**src/rtl/rtc_offset_slew_ctrl.sv**
```systemverilog
// RTC offset controller: coarse direct time load for large offsets,
// bounded per-cycle period slew through the precise-adjust handshake.
module rtc_offset_slew_ctrl #(
  parameter int unsigned MAX_STEP_NS      = 4,
  parameter int unsigned COARSE_THRESH_NS = 1000000,
  parameter logic [31:0] STEP_DELAY       = 32'd0,
  parameter logic [37:0] LD_COMP          = 38'h1000,
  parameter int unsigned TIMEOUT_CYCLES   = 1024
) (
  input  logic        clk,
  input  logic        rst_n,
  input  logic        req_valid,
  output logic        req_ready,
  input  logic [31:0] req_offset_ns,
  input  logic [37:0] time_reg_ns,
  input  logic [47:0] time_reg_sec,
  output logic        time_ld,
  output logic [37:0] time_reg_ns_out,
  output logic [47:0] time_reg_sec_out,
  output logic        adj_ld,
  output logic [31:0] adj_ld_data,
  output logic [39:0] period_adj,
  input  logic        adj_ld_done,
  output logic        busy,
  output logic        done,
  output logic        err,
  output logic [30:0] remaining_ns
);

  typedef enum logic [3:0] {
    S_IDLE,
    S_CLASSIFY,
    S_COARSE,
    S_TLD,
    S_FINE_LOAD,
    S_FINE_WAIT_LOW,
    S_FINE_WAIT_HIGH,
    S_DONE,
    S_ERR
  } state_t;

  localparam int CW = $clog2(TIMEOUT_CYCLES + 1);
  localparam logic [CW-1:0] TO_LAST =
    CW'(TIMEOUT_CYCLES - 1);
  localparam logic signed [39:0] SEC_NS8 =
    40'sd256000000000;
  localparam logic [31:0] MAX_LEGAL = 32'd999999999;
  localparam logic [30:0] STEP_MAX = 31'(MAX_STEP_NS);

  state_t state_q, state_d;

  logic [31:0]   off_q;
  logic [CW-1:0] cnt_q;
  logic [30:0]   rem_q;
  logic [39:0]   period_q;
  logic          adj_ld_q;
  logic [31:0]   adj_data_q;
  logic          tld_q;
  logic [37:0]   tns_q;
  logic [47:0]   tsec_q;

  logic [31:0]          mag;
  logic                 illegal;
  logic                 is_zero;
  logic                 is_coarse;
  logic                 timeout;
  logic [30:0]          step;
  logic [39:0]          mag_adj;
  logic [39:0]          adj_val;
  logic signed [39:0]   t_sum;
  logic [37:0]          ns_d;
  logic [47:0]          sec_d;

  // Offset classification and per-step correction value
  always_comb begin
    mag       = off_q[31] ? (~off_q + 32'd1) : off_q;
    illegal   = (off_q == 32'h8000_0000) ||
                (mag > MAX_LEGAL);
    is_zero   = (off_q == 32'd0);
    is_coarse = (mag >= 32'(COARSE_THRESH_NS));
    timeout   = (cnt_q == TO_LAST);
    step      = (rem_q < STEP_MAX) ? rem_q : STEP_MAX;
    mag_adj   = 40'(step) << 32;
    adj_val   = off_q[31] ? (~mag_adj + 40'd1) : mag_adj;
  end

  // Coarse load value, normalised into one second
  always_comb begin
    t_sum = $signed({2'b00, time_reg_ns}) +
            $signed({{8{off_q[31]}}, off_q, 8'h00}) +
            $signed({2'b00, LD_COMP});
    ns_d  = 38'(t_sum);
    sec_d = time_reg_sec;
    if (t_sum >= SEC_NS8) begin
      ns_d  = 38'(t_sum - SEC_NS8);
      sec_d = time_reg_sec + 48'd1;
    end else if (t_sum < 40'sd0) begin
      ns_d  = 38'(t_sum + SEC_NS8);
      sec_d = time_reg_sec - 48'd1;
    end
  end

  // Next-state decode
  always_comb begin
    state_d = state_q;
    unique case (state_q)
      S_IDLE:
        if (req_valid) state_d = S_CLASSIFY;
      S_CLASSIFY:
        if (illegal)        state_d = S_ERR;
        else if (is_zero)   state_d = S_DONE;
        else if (is_coarse) state_d = S_COARSE;
        else                state_d = S_FINE_LOAD;
      S_COARSE:
        state_d = S_TLD;
      S_TLD:
        state_d = S_DONE;
      S_FINE_LOAD:
        if (adj_ld_done)  state_d = S_FINE_WAIT_LOW;
        else if (timeout) state_d = S_ERR;
      S_FINE_WAIT_LOW:
        if (!adj_ld_done) state_d = S_FINE_WAIT_HIGH;
        else if (timeout) state_d = S_ERR;
      S_FINE_WAIT_HIGH:
        if (adj_ld_done)
          state_d = (rem_q != 31'd0) ? S_FINE_LOAD
                                     : S_DONE;
        else if (timeout)
          state_d = S_ERR;
      S_DONE:
        state_d = S_IDLE;
      S_ERR:
        state_d = S_IDLE;
      default:
        state_d = S_IDLE;
    endcase
  end

  // State register and per-state dwell counter
  always_ff @(posedge clk or negedge rst_n) begin
    if (!rst_n) begin
      state_q <= S_IDLE;
      cnt_q   <= '0;
    end else begin
      state_q <= state_d;
      if (state_d != state_q) cnt_q <= '0;
      else                    cnt_q <= cnt_q + 1'b1;
    end
  end

  // Datapath: latch request, issue strobes, track slew progress
  always_ff @(posedge clk or negedge rst_n) begin
    if (!rst_n) begin
      off_q      <= '0;
      rem_q      <= '0;
      period_q   <= '0;
      adj_ld_q   <= 1'b0;
      adj_data_q <= '0;
      tld_q      <= 1'b0;
      tns_q      <= '0;
      tsec_q     <= '0;
    end else begin
      adj_ld_q <= 1'b0;
      tld_q    <= 1'b0;
      if (state_q == S_IDLE && req_valid) begin
        off_q <= req_offset_ns;
        rem_q <= '0;
      end
      if (state_q == S_CLASSIFY &&
          state_d == S_FINE_LOAD)
        rem_q <= 31'(mag);
      if (state_q == S_COARSE) begin
        tns_q  <= ns_d;
        tsec_q <= sec_d;
        tld_q  <= 1'b1;
      end
      if (state_q == S_FINE_LOAD && adj_ld_done) begin
        adj_ld_q   <= 1'b1;
        adj_data_q <= STEP_DELAY;
        period_q   <= adj_val;
        rem_q      <= rem_q - step;
      end
      if (state_d == S_DONE || state_d == S_ERR)
        period_q <= '0;
    end
  end

  assign req_ready        = (state_q == S_IDLE);
  assign busy             = (state_q != S_IDLE);
  assign done             = (state_q == S_DONE);
  assign err              = (state_q == S_ERR);
  assign time_ld          = tld_q;
  assign time_reg_ns_out  = tns_q;
  assign time_reg_sec_out = tsec_q;
  assign adj_ld           = adj_ld_q;
  assign adj_ld_data      = adj_data_q;
  assign period_adj       = period_q;
  assign remaining_ns     = rem_q;

endmodule

```
**config.mk**
```make
export PLATFORM = sky130hd
export DESIGN_NAME = rtc_offset_slew_ctrl
export DESIGN_NICKNAME = d
export VERILOG_FILES = /design/src/rtl/rtc_offset_slew_ctrl.sv
export SDC_FILE = /design/constraint.sdc
export NUM_CORES = 1
export LEC_CHECK = 0
export ABC_AREA = 1
export CORE_UTILIZATION = 54
export DETAILED_ROUTE_END_ITERATION = 16
export PLACE_DENSITY = 0.9
export SYNTH_ARGS = -nofsm -noshare
export SYNTH_HDL_FRONTEND = slang
export SYNTH_SLANG_ARGS = --single-unit
export TNS_END_PERCENT = 20
```
**constraint.sdc**
```tcl
create_clock -name clk -period 3.93 [get_ports clk]
set_input_delay 0.786 -clock clk [delete_from_list [all_inputs] [get_ports clk]]
set_output_delay 0.786 -clock clk [all_outputs]
set_load 0.005 [all_outputs]
```
# [Yosys cells after proc, flatten, opt, wreduce, memory -nomap -nowiden]
# Index checks and enable logic that the tools add are counted.
[totals] regBits=206 word_cells=76 out_inout_bits=195
[classes] order_cmp=5 mux=25 eq_ne=14 reduce_logical=11 bitwise=2 addsub=10
[op_table] operator="31-bit two-way mux" count=4
[op_table] operator="40-bit two-way mux" count=3
[op_table] operator="48-bit two-way mux" count=2
[op_table] operator="38-bit two-way mux" count=2
[op_table] operator="48-bit by 1-bit adder with 48-bit output (second input constant)" count=1
[op_table] operator="48-bit by 1-bit subtractor with 48-bit output (second input constant)" count=1
[op_table] operator="39-bit by 40-bit adder with 40-bit output" count=1
[op_table] operator="40-bit by 1-bit adder with 40-bit output (second input constant)" count=1
[op_table] operator="40-bit by 14-bit adder with 40-bit output (second input constant)" count=1
[op_table] operator="40-bit by 39-bit >= comparator with 1-bit output (second input constant)" count=1
[op_table] operator="40-bit by 1-bit < comparator with 1-bit output (second input constant)" count=1
[op_table] operator="40-bit NOT" count=1
[op_table] operator="38-bit by 36-bit adder with 38-bit output (second input constant)" count=1
[op_table] operator="38-bit by 36-bit subtractor with 38-bit output (second input constant)" count=1
[op_table] operator="32-bit by 1-bit adder with 32-bit output (second input constant)" count=1
[op_table] operator="32-bit equality test (second input constant)" count=1
[op_table] operator="32-bit by 20-bit >= comparator with 1-bit output (second input constant)" count=1
[op_table] operator="32-bit by 30-bit > comparator with 1-bit output (second input constant)" count=1
[op_table] operator="32-bit zero test" count=1
[op_table] operator="32-bit two-way mux" count=1
[op_table] operator="32-bit NOT" count=1
[op_table] operator="31-bit by 3-bit < comparator with 1-bit output (second input constant)" count=1
[op_table] operator="31-bit nonzero test" count=1
[op_table] operator="31-bit subtractor" count=1
[op_table] operator="other kinds (19)" count=36

# [Logic depth before layout (Yosys ltp)]
# Gate-level depths: netlist of the first run.
[logic_depth] ltp_word=12 depth_mapped=28 mapped_depth_nobuf=28

# [Least setup slack after synthesis of the first run]
# OpenSTA, ideal clock, no wires.
[synth_path] kind="input to register" from="input port time_reg_ns[9]" to="register tsec_q[1] (netlist: time_reg_sec_out[1])" cell_stages=25 setup_ns=0.124 path_buffers=1 slack_ns=0.240 t_arrival_ns=3.566 cell_sequence="ha_1 > ha_1 > inv_1 > fa_1 > inv_1 > nand3_1 > nand2_1 > nand3_1 > nand2_1 > nand2_1 > nand2_1 > nand2_1 > nand2_2 > inv_2 > nor2_1 > nand3_1 > nor2_1 > nand4_2 > nand3_4 > nand2_4 > inv_6 > buf_6 > nand2_1 > o211ai_1 > nand2_1"
[synth_via] elab_chain_cells=5 elab_cells_between_ends=6 classes_between="2 x add/sub; 2 x order compare; 2 x mux"
[synth_lines] item="start, declared" line_no="15" rtl="input logic [37:0] time_reg_ns,"
[synth_lines] item="39-bit by 40-bit adder with 40-bit output (*)" line_no="89" rtl="t_sum = $signed({2'b00, time_reg_ns}) +"
[synth_lines] item="40-bit by 14-bit adder with 40-bit output (*)" line_no="90" rtl="$signed({{8{off_q[31]}}, off_q, 8'h00}) +"
[synth_lines] item="40-bit by 1-bit < comparator with 1-bit output" line_no="97" rtl="end else if (t_sum < 40'sd0) begin"
[synth_lines] item="48-bit two-way mux" line_no="97"
[synth_lines] item="48-bit two-way mux (*)" line_no="94" rtl="if (t_sum >= SEC_NS8) begin"
[synth_lines] item="end signal, assigned" line_no="161" rtl="tsec_q <= '0;"
[synth_lines] item="end signal, assigned" line_no="174" rtl="tsec_q <= sec_d;"
[synth_lines] item="end, declared" line_no="60" rtl="logic [47:0] tsec_q;"
# Mark *: on every way between the ends. The rest lies on a longest branch, timed or not.
# A chain may end at the register's enable or synchronous reset.

# [Worst setup path after layout of the first run]
[layout_path] from="input port time_reg_ns[10]" to="register tsec_q[25] (netlist: time_reg_sec_out[25])"
# The elaborated chain is that of the path after synthesis.

==> flow_summary.ini, run 1 <==
[floorplanning]
die_height_um = 182
core-area_mm2 = 0.0317
initial_utilization_pct = 55.1
num_rows = 65
dieArea_mm2 = 0.0331
fp.dieW_um = 182
io_pins = 317

[placement]
place_congestion = 1.07
hpwl_mm = 53.7
port-buffer-count = 252

[synth]
synth-seq-area-share_pct = 24.9
yosys_warnings = 0
ys_ff_latch = 174
synth-edff-count = 0
yosys.cell_types.count = 47
synthFlopType = dfrtp_1
synthesis.area_mm2 = 0.0175
syn_inst = 2896
synth_area_per_cell_um2 = 6.04
async_flop_share_pct = 100

[clocking]
clk_latency_ns = 0.47
postCtsHoldBufs = 0
cts.clk_slew.worst_paths_ns = 0.08
cts-root-buf = clkbuf_16
cts_buffer_depth = 2
cts_max_level = 4
cts_sinks = 174
cts_tree = built
cts_made_buffers = 17

[finish]
drive_gt1_share_pct = 14.6
area_growth_pct = 34.7
fillers = 2487
multi_input_area_mm2 = 0.0121
utilization_pct = 74.3
final_common_cell = nand2_1
layout_common_cells = 861 x nand2_1, 414 x nor2_1, 285 x inv_1
regArea_mm2 = 0.00435
final_nets = 3532

[critical_path]
start_kind = primary input
crit_type = in -> reg
crit_slowest_cell = clkdlybuf4s50_1
cp_max_fo = 8
required_ns = 4.31
cp-end-kind = register
cp_common_cell = nand2_1
critPathMaxStageDelay_ns = 0.51
reg2reg_depth = 24
cp.arrival_ns = 4.31

[sta]
setup_viol = 0
fmax_ghz = 0.255
relSlewSlack_pct = 34.4
final_max_slew_viol_count = 0
period_share_pct = 99.9
post-route-min-period_ns = 3.92
hold_viol_final = 0
worst_slew_pin_slew_ns = 0.983
skew_ns = 0.0102

[pwr]
p_leak_nw = 11.3
p_sw_mw = 13.3
peakVddDrop_v = 0.000738
p_per_area_mw_per_mm2 = 1070
clkPwrFrac_pct = 7.6
internal_power_mw = 12.0
p_seq_share_pct = 13.4
pwr-share-comb_pct = 79.1
p_sw_share_pct = 52.5
power.total_mw = 25.3

[drt]
drc = 0
first_iter_violations = 2275
vias = 21897
drt-pass1-iter-count = 7
wirelength_mm = 72.7
via_per_inst = 5.83
wl_per_cell_um = 19.3
ant_nets = 0

[global_routing]
grt_pass1_wl_mm = 105
antenna_found_initial = 1
gr-usage-all-layers_pct = 40.7
grt_overflow_total = 0
grt_max_degree = 96
grt_pass1_vias = 20026

[status]
outcome = completed

[min_path]
hold_path.class = in -> async

[flow_run]
timing.max_cap.violations = 0
## Yosys cell counts (61+ instances only)
master	number	area, um2
clkbuf_1	61	229
xor2_1	125	1090
nand2_1	899	3370
inv_1	288	1080
buf_4	66	495
nand3_1	165	826
ha_1	69	863
nand4_1	88	551
nor2_1	434	1630
a21oi_1	110	551
o21ai_0	129	646
nor3_1	64	320
dfrtp_1	174	4350
## power by group through the flow
stage / Sequential (mW) / Combinational, mW / Clock (mW)
floorplan: 3.14 / 9.90 / 0
global placement: 3.34 / 16.7 / 0
detailed placement: 3.37 / 17.2 / 0
CTS: 3.35 / 17.3 / 1.91
global route: 3.44 / 21.7 / 1.97
finish: 3.38 / 20.0 / 1.91
## kinds of logic (layout without fill, tap and decap cells)
logic type | count (synthesis) | in the layout | share of synthesized area (%)
flops | 174 | 174 | 24.9
compound gates | 323 | 323 | 9.81
fa+ha+maj | 70 | 70 | 5.05
other cells | 2 | 66 | 0.0430
xor+xnor | 136 | 136 | 6.86
buf+inv | 464 | 858 | 11.8
simple gates | 1727 | 1727 | 41.5
## routing by layer
| layer | vias to the layer above | global-route usage, % | routed length (um) |
|---|---|---|---|
| li1 | 10066 | - | - |
| met1 | 10013 | 49.4 | 26600 |
| met2 | 1459 | 68.9 | 33600 |
| met3 | 359 | 5.80 | 6590 |
| met4 | 0 | 23.9 | 5830 |
| met5 | - | 0 | 0 |
## sequential cells by signal (all words and copies together) (netlist names)
signal / cells
adj_ld: 1
cnt_q: 11
off_q: 32
period_adj: 8
remaining_ns: 31
state_q: 4
time_ld: 1
time_reg_ns_out: 38
time_reg_sec_out: 48
## worst paths after layout
kind	start	to	slack, ns
min in group clk	time_reg_ns_out[3]	time_reg_ns_out[3]	0.48
hold reg to reg	time_reg_ns_out[3]	time_reg_ns_out[3]	0.48
setup / recovery	time_reg_ns[10]	time_reg_sec_out[25]	0.006
setup reg to reg	off_q[3]	time_reg_sec_out[25]	0.25
hold / removal	rst_n	time_reg_sec_out[38]	0.28
max in group asynchronous	rst_n	remaining_ns[18]	2.73
## repair_timing
action,4_1_cts,5_1_grt
gates resized for setup,4,186
pin swaps,1,39
buffers inserted,0,12
gates cloned,0,7
endpoints found under the setup margin,18,69
## critical path: cells and delay by family
family	cells	cell delay, ns
fa+ha+maj	2	0.54
simple gates	15	1.54
compound gates	2	0.32
buf+inv	6	1.12
## through the flow
stage                     instance area (um2)  cells  hold slack [ns]  setup WS [ns]   TNS, ns
after floorplan                         17700   2959            0.444          0.240         0
after global placement                  21800   3704            0.455         -0.370    -22.69
after detailed placement                21800   3704            0.460         -0.558    -32.05
after CTS                               22400   3736            0.321       -0.00537  -0.00537
after global routing                    23600   3756            0.338         -0.132     -4.80
final                                   23600   3756            0.284        0.00568         0
## area by class of cell
cell class	instances	area share (%)
inverters	310	5.01
flip-flops and latches	174	18.5
multi-input cells	2321	51.6
repair buffers	515	20.1
clock inverters	13	0.749
well taps	402	2.14
repair inverters	1	0.0372
clock buffers	19	1.88
diodes	1	0.0106
(Power assumes the default switching activity.)
==> inputs of run 2 (changes only) <==
--- a/config.mk
+++ b/config.mk
@@ -6,8 +6,11 @@
 export NUM_CORES = 1
 export LEC_CHECK = 0
 export ABC_AREA = 1
-export CORE_UTILIZATION = 54
+export CELL_PAD_IN_SITES_DETAIL_PLACEMENT = 1
+export CELL_PAD_IN_SITES_GLOBAL_PLACEMENT = 2
+export CORE_UTILIZATION = 28
 export DETAILED_ROUTE_END_ITERATION = 16
+export GPL_TIMING_DRIVEN = 0
 export PLACE_DENSITY = 0.9
 export SYNTH_ARGS = -nofsm -noshare
 export SYNTH_HDL_FRONTEND = slang
==> run 2 against run 1 <==
Effect of this change:
- first-iteration DRC count shrank 50%
- fmax grew 2.2%
- setup slack improved by 0.086 ns
- die area grew 92%
- utilization fell by 36 points
- final area shrank 0.95%
==> flow_summary.ini, run 2 (same netlist as run 1, synthesis figures left out) <==
[drt]
ant_nets = 0
wl_per_cell_um = 19.7
first_iter_violations = 1137
drc = 0
via_per_inst = 4.98
wirelength_mm = 81.1
drt-pass1-iter-count = 5
vias = 20488

[critical_path]
cp.arrival_ns = 4.24
cp_max_fo = 8
rr_endpoint = remaining_ns[29]
reg2reg_slack_ns = 0.22
crit_chain = clkdlybuf4s50_1 -> ha_4 -> ha_4 -> nand2_2 -> nor2_2 -> inv_2 -> nor2_2 -> nand2_1 -> nand3_4 -> nand3_4 -> nand2_2 -> nand2_1 -> nand2_1 -> nand2_1 -> nor2_4 -> nand4_4 -> nand3_4 -> nand2_8 -> buf_12 -> nand2_1 -> nand2_1 -> nand2_1 -> nand2_1
cp_top_family = simple AND/OR/NAND/NOR gates
cp-end-kind = register
cp_common_cell = nand2_1
start_kind = primary input
critPathMaxStageDelay_ns = 0.59
crit_slowest_cell = clkdlybuf4s50_1
crit_type = in -> reg
path_buf_inv = 3
r2r_start = off_q[1]
required_ns = 4.33
reg2reg_depth = 18

[finish]
drive_gt1_share_pct = 12.2
area_growth_pct = 33.4
layout_common_cells = 840 x nand2_1, 407 x nor2_1, 285 x inv_1
final_nets = 3448
stdcell_count = 4110
fin_area_mm2 = 0.0233
final_common_cell = nand2_1
largest_reg_flops = 48

[sta]
setup_viol = 0
relSlewSlack_pct = 24.4
final_max_slew_viol_count = 0
rsz0062_at_grt = true
fin_tns_setup_ns = 0
post-route-min-period_ns = 3.84
period_share_pct = 97.7
worst_slew_pin_slew_ns = 1.13
fmax_ghz = 0.261
hold_viol_final = 0
skew_ns = 0.0145

[placement]
place_area_mm2 = 0.0212
dp.cells = 4035
place_congestion = 0.950
port-buffer-count = 238
hpwl_mm = 65.2

[floorplanning]
num_rows = 91
dieArea_mm2 = 0.0634
core-area_mm2 = 0.0617
fp.dieW_um = 252
initial_utilization_pct = 28.3
die_height_um = 252
io_pins = 317

[clocking]
cts_sinks = 174
cts.clk_slew.worst_paths_ns = 0.08
cts_max_level = 4
cts_tree = built
cts_buffer_depth = 2
cts-root-buf = clkbuf_16
cts_made_buffers = 17
clk_latency_ns = 0.51

[pwr]
peakVddDrop_v = 0.000506
p_per_area_mw_per_mm2 = 1020
p_leak_nw = 10.7
power.total_mw = 23.9

[global_routing]
grt_max_degree = 108
antenna_found_initial = 5
grt_pass1_vias = 20097
grt_pass1_wl_mm = 120
grt_overflow_total = 0
gr-usage-all-layers_pct = 24.9

[flow_run]
timing.max_cap.violations = 0

[status]
outcome = completed

[min_path]
hold_path.class = in -> async
[run 2: repair_timing]
| item | CTS | global route |
|---|---|---|
| cloned | 3 | 1 |
| buffers inserted | 12 | 23 |
| endpoints found under the setup margin | 69 | 102 |
| hold buffers | 0 | 0 |
| pin swaps | 13 | 36 |
| gates resized for setup | 105 | 190 |
[run 2: power breakdown]
group / total [mW] / leakage [nW] / internal (mW) / switching [mW]
logic: 18.6 / 8.31 / 6.68 / 12.0
clock network: 1.88 / 0.290 / 0.913 / 0.964
registers: 3.37 / 2.10 / 2.56 / 0.810
total: 23.9 / 10.7 / 10.2 / 13.7
[run 2: worst reg2reg max path: stages, from the launching register on]
cell,delay (ns)
dfrtp_1,0.42
inv_1,0.16
ha_1,0.28
nand2_1,0.22
nor2_4,0.26
nand2_1,0.15
o21ai_1,0.26
xor2_2,0.26
nand2_1,0.10
a21oi_1,0.23
nand3_1,0.14
nand3_1,0.09
nor2_1,0.04
nand2_1,0.07
nand4_1,0.31
buf_4,0.33
buf_6,0.16
nand4_1,0.07
nand2_1,0.06
[run 2: area by class of cell]
class / instances / area [um2]
antenna: 4 / 10.0
buffer: 154 / 978
clock buffer: 19 / 433
clock inverter: 13 / 171
fill: 8123 / 38400
inverter: 310 / 1180
multi-input combinational: 2322 / 12400
sequential: 174 / 4350
tap: 837 / 1050
timing repair buffer: 276 / 2750
timing repair inverter: 1 / 8.76
[run 2: per-stage QoR]
stage               hold slack [ns]  setup slack, ns  utilization [%]
CTS                           0.250          0.00375             36.1
detailed placement            0.462            -1.30             34.3
finish                        0.242           0.0916             37.8
global placement              0.454            -6.13             34.3
global route                  0.285          -0.0854             37.8
floorplan                     0.444            0.240                -
[run 2: routing by layer]
metal / wire length, um / up-vias / global-route usage, %
met4: 1940 / 2 / 8.23
li1: - / 9898 / -
met3: 4120 / 97 / 4.01
met1: 37100 / 9976 / 33.5
met2: 37900 / 515 / 40.3
met5: 12 / - / 0
[run 2: how the worst max path moves through the flow]
| stage | from | endpoint | slack [ns] | depth (start not counted) |
|---|---|---|---|---|
| 6_report | time_reg_ns[18] | time_reg_ns_out[30] | 0.09 | 23 |
| 5_1_grt | time_reg_ns[16] | time_reg_ns_out[30] | -0.09 | 23 |
| 4_1_cts | time_reg_ns[12] | time_reg_ns_out[31] | 0.004 | 29 |
| 3_5_place_dp | time_reg_ns[8] | time_reg_sec_out[24] | -1.30 | 23 |
| 3_3_place_gp | rst_n | time_reg_sec_out[38] | -6.13 | 1 |
| 2_1_floorplan | time_reg_ns[9] | time_reg_sec_out[1] | 0.24 | 25 |
